$ cat config.mk
export PLATFORM = sky130hd
export DESIGN_NAME = mult
export DESIGN_NICKNAME = d
export VERILOG_FILES = /design/src/rtl/mult_pkg.sv /design/src/rtl/mult_sat.sv /design/src/rtl/mult.sv
export SDC_FILE = /design/constraint.sdc
export NUM_CORES = 1
export LEC_CHECK = 0
export ABC_AREA = 1
export BUFFER_PORTS_ARGS = -buffer_cell sky130_fd_sc_hd__buf_2
export CAP_MARGIN = 0
export CORE_MARGIN = 1.5
export CORE_UTILIZATION = 40
export DETAILED_ROUTE_END_ITERATION = 16
export GPL_TIMING_DRIVEN = 0
export HOLD_SLACK_MARGIN = 0.02
export SYNTH_ARGS = -nofsm -noshare
export SYNTH_HDL_FRONTEND = slang
export SYNTH_SLANG_ARGS = --single-unit
$ cat constraint.sdc
create_clock -name clk -period 7.5 [get_ports clk]
set_clock_uncertainty 0.2 [all_clocks]
set_input_delay 1.125 -clock clk [delete_from_list [all_inputs] [get_ports clk]]
set_output_delay 1.125 -clock clk [all_outputs]
set_load 0.005 [all_outputs]
$ cat src/rtl/mult_pkg.sv
// Shared types and constants for the neuron datapath: Q8.8 widths, saturation limits,
// and the arithmetic shift-and-saturate helper used wherever a wide sum is narrowed.
package mult_pkg;

    localparam int DATA_W = 16;
    localparam int FRAC_W = 8;
    localparam int ACC_W  = 2 * DATA_W;
    localparam int CNT_W  = $clog2(DATA_W);

    localparam logic signed [DATA_W-1:0] Q_MAX = {1'b0, {(DATA_W-1){1'b1}}};
    localparam logic signed [DATA_W-1:0] Q_MIN = {1'b1, {(DATA_W-1){1'b0}}};

    // Saturation limits expressed at accumulator width for signed comparison
    localparam logic signed [ACC_W-1:0] SAT_HI = {{(ACC_W-DATA_W){1'b0}}, Q_MAX};
    localparam logic signed [ACC_W-1:0] SAT_LO = {{(ACC_W-DATA_W){1'b1}}, Q_MIN};

    function automatic logic signed [DATA_W-1:0] sat_shift(input logic signed [ACC_W-1:0] v);
        logic signed [ACC_W-1:0] s;
        s = v >>> FRAC_W;
        if (s > SAT_HI) begin
            return Q_MAX;
        end else if (s < SAT_LO) begin
            return Q_MIN;
        end else begin
            return s[DATA_W-1:0];
        end
    endfunction

endpackage

$ cat src/rtl/mult_sat.sv
// Combinational narrowing of a full-width product back to Q8.8: floor shift then clamp.
module mult_sat
    import mult_pkg::*;
(
    input  logic signed [ACC_W-1:0]  acc,
    output logic signed [DATA_W-1:0] sat
);

    assign sat = sat_shift(acc);

endmodule

$ cat src/rtl/mult.sv
// Bit-serial signed multiplier: parallel activation times serial LSB-first weight,
// one partial product per enabled clock, saturated Q8.8 result after DATA_W bits.
module mult
    import mult_pkg::*;
(
    input  logic              clk,
    input  logic              reset,
    input  logic [DATA_W-1:0] input_neuron,
    input  logic              Weight_bit,
    input  logic              enable,
    output logic [DATA_W-1:0] out,
    output logic              done
);

    logic [CNT_W-1:0]         k_reg;
    logic [DATA_W-1:0]        operand_reg;
    logic signed [ACC_W-1:0]  acc_reg;
    logic signed [ACC_W-1:0]  acc_next;
    logic signed [ACC_W-1:0]  term;
    logic [DATA_W-1:0]        operand_eff;
    logic                     first_bit;
    logic                     last_bit;
    logic signed [DATA_W-1:0] sat_out;

    // On bit 0 the live input is used directly so the latch costs no extra cycle
    always_comb begin
        first_bit   = (k_reg == '0);
        last_bit    = (k_reg == CNT_W'(DATA_W-1));
        operand_eff = first_bit ? input_neuron : operand_reg;
        term        = {{(ACC_W-DATA_W){operand_eff[DATA_W-1]}}, operand_eff};
        term        = term <<< k_reg;
        acc_next    = first_bit ? '0 : acc_reg;
        if (Weight_bit) begin
            // The top weight bit carries negative weight in two's complement
            acc_next = last_bit ? (acc_next - term) : (acc_next + term);
        end
    end

    mult_sat u_sat (
        .acc (acc_next),
        .sat (sat_out)
    );

    always_ff @(posedge clk or posedge reset) begin
        if (reset) begin
            k_reg       <= '0;
            operand_reg <= '0;
            acc_reg     <= '0;
            out         <= '0;
            done        <= 1'b0;
        end else begin
            done <= 1'b0;
            if (enable) begin
                k_reg   <= last_bit ? '0 : k_reg + CNT_W'(1);
                acc_reg <= acc_next;
                if (first_bit) begin
                    operand_reg <= input_neuron;
                end
                if (last_bit) begin
                    out  <= sat_out;
                    done <= 1'b1;
                end
            end
        end
    end

endmodule

==> qor.csv <==
stage;metric;value;unit
clock_tree;cts_tree;built;
final_layout;ff_latch_area;1730;um2
yosys;synth_simple_gate_area_frac;0.403;
die;fp.dieH;140;um
die;die_w;140;um
placed_design;dp_hpwl;19400;um
clock_tree;cts_setup_buffers;0;
sta;hold_violations;0;
yosys;synth_compound_gate_area_share;0.152;
clock_tree;clock_sink_count;69;
clock_tree;numCtsBuffers;9;
critical_path;worstSetupPathType;flip-flop to flip-flop;
run;drv_cap;0;
yosys;synth_ff_type;dfrtp_1;
critical_path;crit_path_max_incr_delay;0.45;ns
sta;max_freq;150;MHz
drt;num_vias;7981;
yosys;synth.area.top_cells;dfrtp_1 (23%), nand2_1 (14%), nand3_1 (11%);
final_layout;multi_input_area;5040;um2
drt;routed_via_density;5.41;
drt;ant_nets;0;
worst_hold_path;min_path_type;flip-flop to flip-flop;
clock_tree;root_buffer;clkbuf_16;
clock_tree;path_clk_slew;0.07;ns
critical_path;cpMostUsedCell;nand2_1;
sta;setup_viol;0;
yosys;yosys-mux-area-fraction;0.00149;
final_layout;fillers;2002;
yosys;synth-edff-count;0;
drt;drc_errors;0;
global_routing;grt_use_total;0.257;
global_routing;grt_pass1_wl;39800;um
sta;worstMarginPinSlew;1.13;ns
final_layout;syn_to_final_growth;10.7;%
critical_path;cp_max_fo;10;
placed_design;io_buffers;36;
die;initial_utilization;0.406;
critical_path;crit_buf_inv;9;
yosys;yosys_warnings;0;
clock_tree;postCtsHoldBufs;0;
sta;maxSlewHeadroom;0.242;
critical_path;cp_slowest_cell;dfrtp_1;
yosys;synth_top_family_by_area;simple AND/OR/NAND/NOR gates;
clock_tree;clock_latency;0.35;ns
drt;drt_iter0_drc;755;
sta;rsz0062_at_grt;no;
yosys;syn_area;7540;um2
die;rows;50;
global_routing;overflow;0;
critical_path;critPathCaptureType;flip-flop;
critical_path;startpoint_type;flip-flop;
placed_design;gp_congestion;0.979;
sta;slew_violations;0;
yosys;yosysSeqAreaShare;0.229;
drt;drt_pass1_iterations;6;
yosys;synth-seq-cells;69;
critical_path;crit_required;7.53;ns
drt;wl;24200;um
yosys;syn-instance-count;1189;
yosys;synth_xor_area_frac;0.0523;
die;coreArea;18600;um2
global_routing;antenna_found_initial;0;
yosys;synth_nets;1244;
critical_path;crit_family;simple AND/OR/NAND/NOR gates;
drt;wl_per_cell;16.4;um
final_layout;nets;1292;
final_layout;drive_gt1_frac;0.129;
critical_path;cp.arrival;6.69;ns
die;die_area;19700;um2
global_routing;grt_pass1_vias;7612;
outcome;status;completed;
clock_tree;cts_resized;0;
final_layout;largest_register_ff_count;32;
yosys;synth_top_area_frac;0.229;
yosys;synthAdderAreaFrac;0.0591;
sta;fin_crit;6.66;ns
sta;tns;0;ns
yosys;post-synth-top-area-cell;dfrtp_1;
clock_tree;clk_path_buf_depth;2;
yosys;synth-async-reset-ratio;1.00;
yosys;avgSynthCellArea;6.34;um2
clock_tree;htreeDepth;3;
global_routing;grt_max_degree;40;
yosys;synth_cell_types;46;
sta;period_share;0.888;
final_layout;diodes;0;
die;io_pins;37;
[cell usage after synthesis (2+ instances only)]
| cell type | instances |
|---|---|
| ha_1 | 34 |
| buf_6 | 3 |
| nor2_2 | 2 |
| a31oi_1 | 12 |
| nand3_2 | 22 |
| buf_8 | 2 |
| dfrtp_1 | 69 |
| o21ai_0 | 98 |
| o211ai_1 | 5 |
| o21ai_1 | 7 |
| nand3_1 | 166 |
| nor2_1 | 118 |
| buf_1 | 6 |
| xnor2_1 | 11 |
| a221oi_1 | 3 |
| a21oi_2 | 11 |
| a21oi_1 | 43 |
| nand2_4 | 6 |
| buf_4 | 8 |
| nand2_1 | 289 |
| inv_1 | 119 |
| inv_2 | 6 |
| nand3b_1 | 4 |
| buf_2 | 15 |
| nor4_1 | 2 |
| nor3_1 | 11 |
| a21o_1 | 5 |
| clkbuf_1 | 17 |
| o21bai_1 | 10 |
| xor2_1 | 34 |
| nand2_2 | 25 |
| nand4_1 | 12 |
[kinds of logic (layout without fill, tap and decap cells)]
kind of cell	Yosys count	in the layout
AND/OR/NAND/NOR	661	661
multiplexers	1	1
buffers and inverters	177	229
XOR/XNOR	45	45
AO/OA/AOI/OAI	201	201
adder cells (fa/ha/maj)	35	35
flip-flops	69	69
[layer usage]
metal	routed length, um	GRT usage	vias up
li1	-	-	4032
met3	1130	0.0267	40
met4	420	0.0643	0
met2	11000	0.424	232
met5	0	0	-
met1	11600	0.359	3677
[area by class of cell]
| cell class | count | area share |
|---|---|---|
| tap | 234 | 0.0351 |
| clock inverter | 4 | 0.00660 |
| clock buffer | 11 | 0.0303 |
| sequential | 69 | 0.207 |
| inverter | 125 | 0.0565 |
| timing repair buffer | 37 | 0.0240 |
| multi-input combinational | 943 | 0.604 |
| buffer | 52 | 0.0366 |
[worst register-to-register path: cells and delay by family, from the launching register on]
family                     cells  cell delay [ns]
and+or+nand+nor               22             2.60
adders and majority gates      2             0.54
buffers and inverters          9             1.41
xor gates and xnor gates       1             0.18
DFF                            1             0.45
AOI/OAI and AO/OA              6             1.16
[worst paths after layout]
| check | startpoint | to | slack (ns) | cells after the start |
|---|---|---|---|---|
| max reg2reg | k_reg[0] | out[9] | 0.84 | 40 |
| min in group asynchronous | reset | operand_reg[1] | 0.60 | 2 |
| max in group asynchronous | reset | out[5] | 5.94 | 3 |
| min reg2reg | acc_reg[25] | acc_reg[25] | 0.29 | 2 |
| min | acc_reg[25] | acc_reg[25] | 0.29 | 2 |
| max | k_reg[0] | out[9] | 0.84 | 40 |
[cell usage in the layout (no fill, tap or decap), types with 2 or more instances in the layout]
master / synthesis / layout
buf_1: 6 / 6
inv_2: 6 / 6
nor2_1: 118 / 118
ha_1: 34 / 34
buf_8: 2 / 2
buf_6: 3 / 3
a21o_1: 5 / 5
nand3b_1: 4 / 4
o21bai_1: 10 / 10
inv_6: 0 / 2
clkbuf_1: 17 / 17
nor4_1: 2 / 2
clkbuf_8: 0 / 2
nand3_1: 166 / 166
nand2_1: 289 / 289
a31oi_1: 12 / 12
buf_2: 15 / 51
o211ai_1: 5 / 5
o21ai_1: 7 / 7
nor3_1: 11 / 11
xnor2_1: 11 / 11
nand4_1: 12 / 12
inv_1: 119 / 118
dfrtp_1: 69 / 69
nor2_2: 2 / 2
nand2_4: 6 / 6
a21oi_2: 11 / 11
buf_4: 8 / 8
nand3_2: 22 / 22
nand2_2: 25 / 25
a221oi_1: 3 / 3
a21oi_1: 43 / 43
o21ai_0: 98 / 98
clkbuf_16: 0 / 9
buf_12: 1 / 2
xor2_1: 34 / 34
[per-stage QoR]
stage	worst slack [ns]	area (um2)	cells	hold WS [ns]	utilization
final	0.839	8350	1475	0.293	0.449
after global routing	0.306	8350	1475	0.316	0.449
after CTS	0.963	8350	1475	0.295	0.449
after detailed placement	0.984	8040	1460	0.278	0.433
after global placement	1.04	8020	1459	0.271	0.431
after floorplan	2.36	7540	1189	0.253	-
Power is not shown: default switching activity piles up to over one toggle a cycle in this logic, so the estimate is an artifact.
